## config.mk

```make
export PLATFORM = sky130hd
export DESIGN_NAME = button_conditioner
export DESIGN_NICKNAME = d
export VERILOG_FILES = /design/src/rtl/button_conditioner.sv
export SDC_FILE = /design/constraint.sdc
export NUM_CORES = 1
export LEC_CHECK = 0
export ABC_AREA = 1
export CAP_MARGIN = 30
export CELL_PAD_IN_SITES_DETAIL_PLACEMENT = 2
export CELL_PAD_IN_SITES_GLOBAL_PLACEMENT = 2
export CORE_AREA = 2 2 176 178
export DETAILED_ROUTE_END_ITERATION = 8
export DIE_AREA = 0 0 178 180
export HOLD_SLACK_MARGIN = 0.06
export PLACE_DENSITY_LB_ADDON = 0.15
export SLEW_MARGIN = 40
export SYNTH_ARGS = -nofsm -noshare
export SYNTH_HDL_FRONTEND = slang
export SYNTH_SLANG_ARGS = --single-unit
```

## constraint.sdc

```tcl
create_clock -name clk -period 3.3 [get_ports clk]
set_input_delay 0.66 -clock clk [delete_from_list [all_inputs] [get_ports clk]]
set_output_delay 0.66 -clock clk [all_outputs]
set_load 0.01 [all_outputs]
```

## src/rtl/button_conditioner.sv

```systemverilog
// Front end for four active-low buttons: sync, debounce, rising-edge pulses, and a long-press test pulse.
// Define AUTOREPEAT_EN to make feeding/healing repeat while their button stays held.
module button_conditioner #(
   parameter int DEBOUNCE_CYCLES = 1000000,
   parameter int HOLD_CYCLES     = 250000000,
   parameter int REPEAT_CYCLES   = 25000000
) (
   input  logic       clk,
   input  logic       rst,
   input  logic       btn_feed_n,
   input  logic       btn_heal_n,
   input  logic       btn_next_n,
   input  logic       btn_test_n,
   output logic       feeding,
   output logic       healing,
   output logic       change_state,
   output logic       test,
   output logic [3:0] btn_level,
   output logic [1:0] testState
);

   localparam int DebW  = $clog2(DEBOUNCE_CYCLES + 1);
   localparam int HoldW = $clog2(HOLD_CYCLES + 1);
   localparam logic [DebW-1:0]  DebLast  = DebW'(DEBOUNCE_CYCLES - 1);
   localparam logic [HoldW-1:0] HoldLast = HoldW'(HOLD_CYCLES - 1);

   if (DEBOUNCE_CYCLES < 1 || HOLD_CYCLES < 1 || REPEAT_CYCLES < 1) begin : gBadParam
      $error("button_conditioner: cycle parameters must be at least 1");
   end

   typedef enum logic [1:0] {
      IDLE  = 2'd0,
      HOLD  = 2'd1,
      FIRED = 2'd2
   } testState_t;

   logic [3:0]       rawN;
   logic [3:0]       syncA;
   logic [3:0]       syncB;
   logic [3:0]       pressed;
   logic [DebW-1:0]  debCnt [4];
   logic [3:0]       levelQ;
   logic [3:0]       rise;
   logic [1:0]       repFire;
   logic             feedEvt;
   logic             healEvt;
   testState_t       state;
   testState_t       stateNext;
   logic [HoldW-1:0] holdCnt;
   logic [HoldW-1:0] holdCntNext;

   assign rawN    = {btn_test_n, btn_next_n, btn_heal_n, btn_feed_n};
   assign pressed = ~syncB;

   // Sync flops reset to the released level so a held button re-debounces after reset.
   always_ff @(posedge clk) begin
      if (!rst) begin
         syncA <= '1;
         syncB <= '1;
      end else begin
         syncA <= rawN;
         syncB <= syncA;
      end
   end

   always_ff @(posedge clk) begin
      if (!rst) begin
         for (int i = 0; i < 4; i++) debCnt[i] <= '0;
         btn_level <= '0;
      end else begin
         for (int i = 0; i < 4; i++) begin
            if (pressed[i] == btn_level[i]) begin
               debCnt[i] <= '0;
            end else if (debCnt[i] == DebLast) begin
               debCnt[i]    <= '0;
               btn_level[i] <= ~btn_level[i];
            end else begin
               debCnt[i] <= debCnt[i] + DebW'(1);
            end
         end
      end
   end

   assign rise = btn_level & ~levelQ;

`ifdef AUTOREPEAT_EN
   localparam int RepW = $clog2(REPEAT_CYCLES + 1);
   localparam logic [RepW-1:0] RepLast = RepW'(REPEAT_CYCLES - 1);

   logic [RepW-1:0] repCnt [2];

   // Period counter restarts at the initial pulse, so repeats land every REPEAT_CYCLES after it.
   always_ff @(posedge clk) begin
      if (!rst) begin
         for (int i = 0; i < 2; i++) repCnt[i] <= '0;
      end else begin
         for (int i = 0; i < 2; i++) begin
            if (!btn_level[i] || rise[i] || repCnt[i] == RepLast) repCnt[i] <= '0;
            else repCnt[i] <= repCnt[i] + RepW'(1);
         end
      end
   end

   always_comb begin
      repFire = '0;
      for (int i = 0; i < 2; i++) repFire[i] = btn_level[i] && !rise[i] && (repCnt[i] == RepLast);
   end
`else
   assign repFire = '0;
`endif

   assign feedEvt = rise[0] | repFire[0];
   assign healEvt = rise[1] | repFire[1];

   always_ff @(posedge clk) begin
      if (!rst) begin
         levelQ       <= '0;
         feeding      <= 1'b0;
         healing      <= 1'b0;
         change_state <= 1'b0;
      end else begin
         levelQ       <= btn_level;
         feeding      <= feedEvt;
         healing      <= healEvt & ~feedEvt;
         change_state <= rise[2];
      end
   end

   always_ff @(posedge clk) begin
      if (!rst) begin
         state   <= IDLE;
         holdCnt <= '0;
      end else begin
         state   <= stateNext;
         holdCnt <= holdCntNext;
      end
   end

   // test is decoded from registered state, so it is high for the single cycle the hold completes.
   always_comb begin
      stateNext   = state;
      holdCntNext = holdCnt;
      test        = 1'b0;
      case (state)
         IDLE: begin
            if (btn_level[3]) begin
               stateNext   = HOLD;
               holdCntNext = '0;
            end
         end
         HOLD: begin
            if (!btn_level[3]) begin
               stateNext = IDLE;
            end else if (holdCnt == HoldLast) begin
               test      = 1'b1;
               stateNext = FIRED;
            end else begin
               holdCntNext = holdCnt + HoldW'(1);
            end
         end
         FIRED: begin
            if (!btn_level[3]) stateNext = IDLE;
         end
         default: stateNext = IDLE;
      endcase
   end

   assign testState = state;

endmodule

```

* After elaboration in Yosys (flattened, before gate mapping) *
Memory sizes are Yosys's and may differ from the RTL's.
Index checks and enable logic that the tools add are counted.

storage, ports and cells
  memory bits (writable) = 80
  output and inout bits = 10
  register bits = 48
  logic and storage cells = 136
  memories kept = 1
  bits of input ports = 6

memories
  name    depth  width  read ports  clocked after memory_dff  write ports  line  RTL
  debCnt  4      20     4           0                         4            41    logic [DebW-1:0] debCnt [4];

cells by class
  multiplexer cells = 69
  add/subtract/negate cells = 5
  bitwise logic cells = 25
  equal/unequal tests = 16
  reduce and logical (&&, ||, !) cells = 8

operators by type and width
  cell                   number
  $mux 20                12
  $mux 28                3
  $add 20x1->20 const B  4
  $eq 20x20->1 const B   4
  $pmux 28 s2            1
  $mux 1                 48
  $add 28x1->28 const B  1
  $eq 28x28->1 const B   1
  $or 1x1->1             12
  $not 1->1              9
  $mux 2                 4
  $ne 2x2->1 const B     4
  $reduce_and 2->1       4
  $pmux 2 s3             1
  $eq 1x1->1             4
  $not 4->4              1
  $reduce_and 4->1       1
  $and 3x3->3            1
  $ne 3x3->1 const B     1
  $not 3->3              1
  $reduce_and 3->1       1
  $eq 2x1->1 const B     1
  $eq 2x2->1 const B     1
  $logic_not 2->1        1
  other kinds (2)        2

* Depth between registers and ports, before layout *
Gate-level depths: netlist of run 1.

  word-level depth = 8
  mapped depth = 11
  gate-level depth less buffers = 10

* Worst setup path before layout of run 1 *
Ideal clock, no wire load.

  kind = reg2out
  start = register holdCnt[0]
  end = output port test
  slack = 1.424 ns
  data arrival time = 1.216 ns
  stages on the path, launching flop included = 8
  data required time = 2.640 ns
  buffers on the path = 0
  cells stage by stage = dfxtp_1 -> ha_1 -> nand3_1 -> nor2_1 -> nand3_1 -> nor2_2 -> nand2_1 -> inv_1

between the ends
  longest elaborated chain between the ends = 4

RTL lines
  what                      line  RTL
  start: declaration        49    logic [HoldW-1:0] holdCnt;
  start signal: assignment  135   holdCnt <= holdCntNext;
  $eq 28x28->1              154   end else if (holdCnt == HoldLast) begin
  $mux 1                    154
  $mux 1                    152   if (!btn_level[3]) begin
  $mux 1                    144   case (state)
  end: declaration          17    output logic test,

Every way passes these cells.

* Final worst setup path of run 1 *
  start = register holdCnt[1]
  end = output port test

The elaborated chain is that of the path after synthesis.

==> flow_summary_export.csv, run 1 <==
group,metric,value,unit
synthesis,yosys.area.top_type,"edfxtp_1",
critical_path,crit_path_start_kind,"flop",
cells_and_area,final_util,29.6,%
synthesis,syn_area,7460,um2
synthesis,synth-seq-cells,128,
synthesis,async_flop_share,0,%
clocking,cts_hold_buf,0,
routing,drc,0,
clocking,cts_root_buf,"clkbuf_16",
timing,timing.final.ws_setup,0.297,ns
routing,drtIter0Drc,237,
clocking,h-tree-depth,4,
timing,fmax,333,MHz
global_routing,gr-total-overflow,0,
cells_and_area,antennaDiodeCount,0,
placed_design,io_buffers,15,
synthesis,post-synth-top-area-fraction,32.2,%
routing,first_pass_iters,6,
synthesis,ys_types,34,
placed_design,dp_hpwl,16900,um
cells_and_area,area_delta_synth_final,19.8,%
critical_path,arrival,2.34,ns
timing,tightest_slew,0.797,ns
synthesis,yosysWarnings,0,
synthesis,synth.most_common_cell,"nand2_1",
floorplan,fp-row-count,64,
critical_path,setup.worst_path.end_class,"output port",
clocking,clock_path_buffers,2,
clocking,cts_tree,"built",
critical_path,critPathRequiredTime,2.64,ns
timing,finalSetupTns,0,ns
routing,routed_wl,22500,um
floorplan,core_area,30200,um2
global_routing,grt_pass1_wl,38200,um
power,vdd_drop_max,0.306,mV
placed_design,dp_cells,1505,
hold_path,hold_depth,1,
global_routing,grt_usage,15.0,%
clocking,cts_buffers,17,
outcome,status,"complete, no violations",
clocking,clk_pin_slew,0.06,ns
floorplan,die_w,178,um
critical_path,cp_max_fo,5,
critical_path,path_class,"reg -> out",
clocking,clock_latency,0.42,ns
routing,vias,6887,
timing,slew_headroom,46.8,%
critical_path,rr_worst_depth,8,
cells_and_area,fin_nets,1139,
timing,period_minus_slack,3.00,ns
power,power_density,436,nW/um2
timing,setup_viol,0,
floorplan,start_util,24.7,%
floorplan,fp.dieH,180,um
power,leakage,0.00335,uW
timing,finalCritPeriodShare,91.0,%
placed_design,pre_cts_slack,0.504,ns
hold_path,hp-class,"reg -> reg",
cells_and_area,final_cells,1537,
synthesis,ys.flop_type,"edfxtp_1",
clocking,clock_sinks,128,
floorplan,io_pins,16,
cells_and_area,drive_gt1_share,6.40,%
synthesis,avgSynthCellArea,7.28,um2
routing,ant_nets,0,
job,drv_cap,0,
synthesis,yosysSeqAreaShare,45.1,%
floorplan,die-area,32000,um2
timing,rsz0062_at_grt,"false",
synthesis,synthTopCellsByArea,"edfxtp_1 32%, dfxtp_1 13%, nand2_1 13%",
routing,viasPerCell,4.48,
global_routing,grt_pass1_vias,7399,
global_routing,grt_antenna_before_repair,0,
global_routing,grt_start_max_net_pins,24,
synthesis,synth_commonest_cells,"253 x nand2_1, 194 x nor2_1, 122 x inv_1",
routing,avgRoutedWirePerCell,14.6,um
timing,hold_viol,0,
placed_design,place.gp.congestion,0.743,
timing,finalClockSkew,0.00886,ns
timing,drv_slew,0,
synthesis,synthCells,1025,
synthesis,synth_edf_count,80,
worst max-delay path: stages, from the launching register on:
cell and delay (ns):
dfxtp_1 0.38, ha_2 0.26, nand3_1 0.20, nor2_1 0.15, nand3_1 0.09, nor2_2 0.16
nand2_1 0.09, inv_1 0.06, clkdlybuf4s50_1 0.52
stage by stage:
stage,hold slack [ns],cell area [um2],power [uW]
after CTS,0.394,8940,3970
after detailed placement,0.386,8350,1970
final,0.387,8940,3890
after global routing,0.400,8940,4070
after floorplan,0.368,7760,1910
after global placement,0.379,8350,1960
worst paths after layout:
path         slack [ns]                     endpoint                  startpoint
max                0.30                         test     holdCnt[1]$_SDFFE_PN0P_
min reg2reg        0.39      change_state$_SDFF_PN0_        levelQ[2]$_SDFF_PN0_
min                0.39      change_state$_SDFF_PN0_        levelQ[2]$_SDFF_PN0_
max reg2reg        0.85  debCnt[2][19]$_SDFFCE_PN0P_  debCnt[2][0]$_SDFFCE_PN0P_
logic make-up (layout without fill, tap and decap cells):
group	count (synthesis)	after routing	share of synthesized area (%)
AND/OR/NAND/NOR	650	650	38.0
buffers and inverters	141	178	7.69
flip-flops	128	128	45.1
AO/OA/AOI/OAI	69	69	4.69
XOR/XNOR	31	31	3.64
adder cells (fa/ha/maj)	5	5	0.838
other	1	80	0.0502
cell usage in the layout, fill, tap and decap left out, types with 24 or more instances in the layout:
| cell type | instances |
|---|---|
| nand2_1 | 253 |
| nor2_1 | 194 |
| inv_1 | 122 |
| nand3_1 | 81 |
| edfxtp_1 | 80 |
| conb_1 | 80 |
| a21oi_1 | 50 |
| dfxtp_1 | 48 |
| nand4_1 | 43 |
| nor3_1 | 31 |
| xor2_1 | 24 |
flip-flops by register name, indices dropped and copies added, names as in the netlist:
name	flops
testState	2
holdCnt	28
syncA	4
btn_level	4
change_state	1
debCnt	80
levelQ	3
syncB	4
feeding	1
healing	1
final cells by class:
type                       count  area [um2]
clock buffer                  18         429
clock inverter                14         164
fill                        3585       21200
inverter                     125         469
multi-input combinational    835        3820
sequential                   128        3360
tap                          396         495
timing repair buffer          21         195
what timing repair did:
action                                  4_1_cts  5_1_grt
hold endpoints to repair                      0        0
resized for setup                             0        1
setup buffers                                 0        0
endpoints found under the setup margin        0        1
power by group:
| part | internal [uW] | total [uW] | switching [uW] |
|---|---|---|---|
| logic | 43.8 | 138 | 94.0 |
| clock network | 1190 | 1960 | 777 |
| registers | 1750 | 1790 | 48.2 |
| total | 2980 | 3890 | 920 |
metal layers:
metal | share of wire, % | global-route usage, %
met1 | 49 | 19.5
met2 | 49 | 25.6
met5 | 0 | 0
met3 | 1.6 | 2.52
met4 | 0.77 | 3.48
Note: power is estimated with default switching activity, not from simulation.
==> run 2, diff against run 1 <==
Settings changed: RECOVER_POWER set to 50.
==> flow_summary_export.csv, run 2 (synthesis gave the netlist of run 1 again) <==
group,metric,value,unit
critical_path,cp_max_fo,5,
floorplan,die-area,32000,um2
timing,hold_viol,0,
clocking,cts_buffers,17,
timing,finalCritPeriodShare,90.5,%
clocking,cts_tree,"built",
timing,period_minus_slack,2.99,ns
timing,drv_slew,0,
cells_and_area,layout_commonest_cell,"nand2_1",
floorplan,fp-row-count,64,
critical_path,path_delay_family,"simple AND/OR/NAND/NOR gates",
timing,timing.final.ws_setup,0.315,ns
routing,drtIter0Drc,251,
critical_path,worst-path-buf-inv,2,
routing,vias,6896,
cells_and_area,largest_reg_flops,80,
routing,ant_nets,0,
global_routing,gr-total-overflow,0,
critical_path,timing.critical_path.cells,"ha_2, nand3_1, nor2_1, nand3_1, nor2_2, nand2_1, inv_1, clkdlybuf4s50_1",
critical_path,path_class,"reg -> out",
placed_design,dp_hpwl,16900,um
timing,fmax,335,MHz
routing,avgRoutedWirePerCell,14.6,um
global_routing,grt_start_max_net_pins,24,
hold_path,hp-class,"reg -> reg",
timing,rsz0062_at_grt,"false",
timing,setup_viol,0,
clocking,cts_root_buf,"clkbuf_16",
floorplan,die_w,178,um
clocking,clk_pin_slew,0.06,ns
critical_path,setup.worst_path.end_class,"output port",
placed_design,io_buffers,15,
routing,drc,0,
critical_path,critPathRequiredTime,2.64,ns
global_routing,grt_pass1_vias,7399,
clocking,h-tree-depth,4,
power,power_density,437,nW/um2
clocking,clock_latency,0.42,ns
floorplan,start_util,24.7,%
global_routing,grt_usage,15.0,%
timing,finalSetupTns,0,ns
clocking,clock_path_buffers,2,
cells_and_area,drive_gt1_share,5.61,%
floorplan,io_pins,16,
floorplan,fp.dieH,180,um
cells_and_area,antennaDiodeCount,0,
floorplan,core_area,30200,um2
cells_and_area,final_cell_mix,"257 x nand2_1, 196 x nor2_1, 122 x inv_1, 81 x nand3_1",
placed_design,place.gp.congestion,0.743,
placed_design,pre_cts_slack,0.504,ns
critical_path,arrival,2.33,ns
power,leakage,0.00337,uW
clocking,clock_sinks,128,
power,vdd_drop_max,0.306,mV
cells_and_area,final_util,29.5,%
cells_and_area,fin_nets,1139,
routing,first_pass_iters,6,
routing,viasPerCell,4.49,
timing,finalHoldWorstSlack,0.387,ns
critical_path,cpMostUsedCell,"nand3_1",
routing,routed_wl,22500,um
critical_path,critPathSlowestCell,"clkdlybuf4s50_1",
job,drv_cap,0,
cells_and_area,nFillCells,3591,
cells_and_area,top_register,"debCnt",
cells_and_area,largestRegisters,"debCnt x80, holdCnt x28",
cells_and_area,area_delta_synth_final,19.4,%
timing,finalClockSkew,0.00899,ns
global_routing,grt_pass1_wl,38200,um
critical_path,crit_path_start_kind,"flop",
timing,slew_headroom,40.5,%
outcome,status,"complete, no violations",
timing,tightest_slew,0.890,ns
global_routing,grt_antenna_before_repair,0,
critical_path,max_stage_delay,0.52,ns
-- run 2: worst paths after layout --
path | start | end | slack (ns) | cells after the start
setup / recovery | holdCnt[1]$_SDFFE_PN0P_ | test | 0.31 | 8
hold / removal | levelQ[2]$_SDFF_PN0_ | change_state$_SDFF_PN0_ | 0.39 | 1
setup reg to reg | holdCnt[1]$_SDFFE_PN0P_ | holdCnt[25]$_SDFFE_PN0P_ | 0.56 | 10
hold reg to reg | levelQ[2]$_SDFF_PN0_ | change_state$_SDFF_PN0_ | 0.39 | 1
-- run 2: cell type report --
class	count	area, um2	area share [%]
well taps	396	495	5.56
inverters	125	469	5.27
repair buffers	21	184	2.06
clock inverters	14	164	1.84
multi-input cells	835	3800	42.7
flip-flops and latches	128	3360	37.7
clock buffers	18	429	4.82
-- run 2: timing repair --
| item | 4_1_cts | 5_1_grt |
|---|---|---|
| setup endpoints to repair | 0 | 1 |
| hold buffers | 0 | 0 |
| buffers inserted | 0 | 0 |
| resized for setup | 0 | 1 |
-- run 2: power breakdown --
group | total (uW) | internal, uW | switching (uW)
Clock | 1960 | 1190 | 777
Combinational | 136 | 42.4 | 93.9
Sequential | 1790 | 1750 | 48.2
Total | 3890 | 2970 | 919
-- run 2: metrics by stage --
stage	power, uW	std cells	area (um2)
6_report	3890	1537	8910
5_1_grt	4070	1537	8910
4_1_cts	3970	1537	8940
3_5_place_dp	1970	1505	8350
3_3_place_gp	1960	1505	8350
2_1_floorplan	1910	1104	7760
-- run 2: worst reg2reg max path, delay by kind of cell, from the launching register on --
family,cells,cell delay (ns)
adder cells (fa/ha/maj),1,0.25
AND/OR/NAND/NOR,9,2.00
flip-flops,1,0.38
-- run 2: metal layers --
layer	track usage [%]	wire length, um	share of wire (%)
met5	0	0	0
met3	2.52	380	1.7
met2	25.6	11000	49
met4	3.48	173	0.77
met1	19.5	10900	48
==> run 3, diff against run 2 <==
Settings changed: ABC_AREA 1 to not set, CORE_AREA 2 2 176 178 to 2 2 162 164, DIE_AREA 0 0 178 180 to 0 0 164 166.
==> flow_summary_export.csv, run 3 <==
group,metric,value,unit
cells_and_area,antennaDiodeCount,0,
power,leakage,0.00268,uW
global_routing,grt_usage,12.4,%
critical_path,regToRegSetupSlack,0.76,ns
global_routing,grt_start_max_net_pins,21,
synthesis,synth_edf_count,80,
critical_path,critPathSlowestCell,"or4b_4",
clocking,clock_latency,0.43,ns
clocking,clk_pin_slew,0.06,ns
clocking,cts_buffers,17,
timing,hold_viol,0,
power,swShare,22.1,%
power,seq_power_share,45.9,%
timing,fmax,350,MHz
timing,tightest_slew,1.01,ns
critical_path,critPathRequiredTime,2.64,ns
power,power,3910,uW
cells_and_area,largest_reg_flops,80,
synthesis,synth.most_common_cell,"nor2_1",
timing,finalCritPeriodShare,86.6,%
critical_path,crit_path_start_kind,"flop",
placed_design,dp_hpwl,11100,um
cells_and_area,area_delta_synth_final,23.0,%
floorplan,fp-row-count,59,
global_routing,gr-total-overflow,0,
synthesis,ys_types,48,
placed_design,io_buffers,15,
synthesis,async_flop_share,0,%
clocking,clock_sinks,128,
synthesis,synth_commonest_cells,"129 x nor2_1, 80 x edfxtp_1, 56 x xor2_1",
power,combPwrFrac,2.8,%
critical_path,timing.critical_path.cells,"or4b_4, nor4_4, nand2_2, nor2_1, dlymetal6s2s_1",
floorplan,die_w,164,um
synthesis,avgSynthCellArea,9.98,um2
global_routing,grt_pass1_vias,5282,
cells_and_area,fin_nets,743,
critical_path,rr_worst_depth,6,
cells_and_area,top_register,"debCnt",
power,pwr-share-clk,51.3,%
routing,viasPerCell,4.42,
placed_design,dp_cells,1047,
floorplan,core_area,25600,um2
timing,period_minus_slack,2.86,ns
routing,vias,4772,
power,internal_power,3050,uW
synthesis,yosys.area.top_type,"edfxtp_1",
clocking,clock_path_buffers,2,
critical_path,path_class,"reg -> out",
routing,routed_wl,15300,um
cells_and_area,final_cell_mix,"129 x nor2_1, 80 x edfxtp_1, 80 x conb_1, 56 x xor2_1, 48 x dfxtp_1",
critical_path,setup.worst_path.end_class,"output port",
routing,drc,0,
clocking,cts_root_buf,"clkbuf_16",
global_routing,grt_pass1_wl,26700,um
synthesis,synthCells,631,
timing,drv_slew,0,
hold_path,hp-class,"reg -> reg",
timing,finalClockSkew,0.0142,ns
synthesis,syn_area,6290,um2
routing,avgRoutedWirePerCell,14.2,um
critical_path,max_stage_delay,0.52,ns
synthesis,ys.flop_type,"edfxtp_1",
timing,rsz0062_at_grt,"false",
cells_and_area,layout_commonest_cell,"nor2_1",
routing,ant_nets,0,
outcome,status,"complete, no violations",
job,drv_cap,0,
critical_path,arrival,2.20,ns
synthesis,yosysWarnings,0,
power,power_density,506,nW/um2
floorplan,io_pins,16,
critical_path,cp_max_fo,7,
clocking,h-tree-depth,4,
clocking,cts_tree,"built",
routing,drtIter0Drc,193,
cells_and_area,largestRegisters,"debCnt x80, holdCnt x28",
floorplan,die-area,27200,um2
cells_and_area,final_cells,1080,
timing,finalSetupTns,0,ns
floorplan,fp.dieH,166,um
synthesis,yosysSeqAreaShare,53.4,%
power,power.switching,866,uW
timing,slew_headroom,32.4,%
floorplan,start_util,24.6,%
synthesis,synthTopCellsByArea,"edfxtp_1 38%, dfxtp_1 15%, xor2_1 7.8%",
synthesis,post-synth-top-area-fraction,38.2,%
timing,setup_viol,0,
power,vdd_drop_max,0.273,mV
cells_and_area,drive_gt1_share,5.77,%
hold_path,hold_depth,1,
synthesis,synth-seq-cells,128,
placed_design,place.gp.congestion,0.715,
global_routing,grt_antenna_before_repair,0,
routing,first_pass_iters,4,
==> run 3: cell types whose count changed after synthesis, moves of 17 or more <==
cell,before,now
xnor2_1,7,35
nor2_1,194,129
xor2_1,24,56
or2_2,18,1
nand3_1,81,47
a21oi_1,50,7
nand2_1,253,41
inv_1,122,15
==> run 3: what timing repair did <==
action                                  in CTS  in global routing
endpoints found under the setup margin       1                  1
buffers inserted                             0                  1
resized for setup                            1                  2
pin swaps                                    0                  1
hold buffers                                 0                  0
==> run 3: power groups by stage <==
stage	Clock (uW)	Combinational, uW	Sequential (uW)
floorplan	0	82.6	1810
global placement	0	107	1830
detailed placement	0	110	1830
CTS	2070	111	1800
global route	2130	129	1810
finish	2010	109	1800
==> run 3: metal layers <==
| layer | up-vias | GRT usage [%] | part of all wire [%] |
|---|---|---|---|
| li1 | 2357 | - | - |
| met1 | 2370 | 15.0 | 47 |
| met2 | 29 | 21.4 | 50 |
| met3 | 16 | 2.55 | 1.7 |
| met4 | 0 | 4.58 | 1.5 |
| met5 | - | 0 | 0 |
==> run 3: cell families after synthesis <==
family	synth area share [%]
buffers and inverters	2.07
adder cells (fa/ha/maj)	0.994
AO/OA/AOI/OAI	3.52
XOR/XNOR	12.7
flip-flops	53.4
AND/OR/NAND/NOR	26.8
multiplexers	0.477
other	0.0596
==> run 3: path summary, 6_finish.rpt <==
kind	from	endpoint
worst max-delay path	testState[0]$_SDFFE_PN0P_	test
worst min-delay path	levelQ[2]$_SDFF_PN0_	change_state$_SDFF_PN0_
worst max register to register	holdCnt[0]$_SDFFE_PN0P_	holdCnt[10]$_SDFFE_PN0P_
worst min register to register	levelQ[2]$_SDFF_PN0_	change_state$_SDFF_PN0_
==> run 3: area by class of cell <==
cell class,instances,area [um2]
clock inverters,15,191
multi-input cells,550,3110
inverters,15,56.3
flip-flops and latches,128,3360
repair buffers,20,179
clock buffers,17,425
well taps,335,419
fillers,2839,17900
==> run 3: through the flow <==
step | utilization [%] | hold slack [ns] | setup slack (ns) | cell area, um2
after floorplan | - | 0.367 | 1.05 | 6590
after global placement | 27.8 | 0.396 | 0.495 | 7120
after detailed placement | 27.8 | 0.406 | 0.446 | 7130
after CTS | 30.2 | 0.412 | 0.0519 | 7740
after global routing | 30.2 | 0.428 | 0.261 | 7740
final | 30.2 | 0.406 | 0.443 | 7740
==> run 3: worst max-delay path, delay by kind of cell (launching register included) <==
family,cells,cell delay (ns)
simple gates,4,1.13
buf+inv,1,0.16
flops,1,0.48
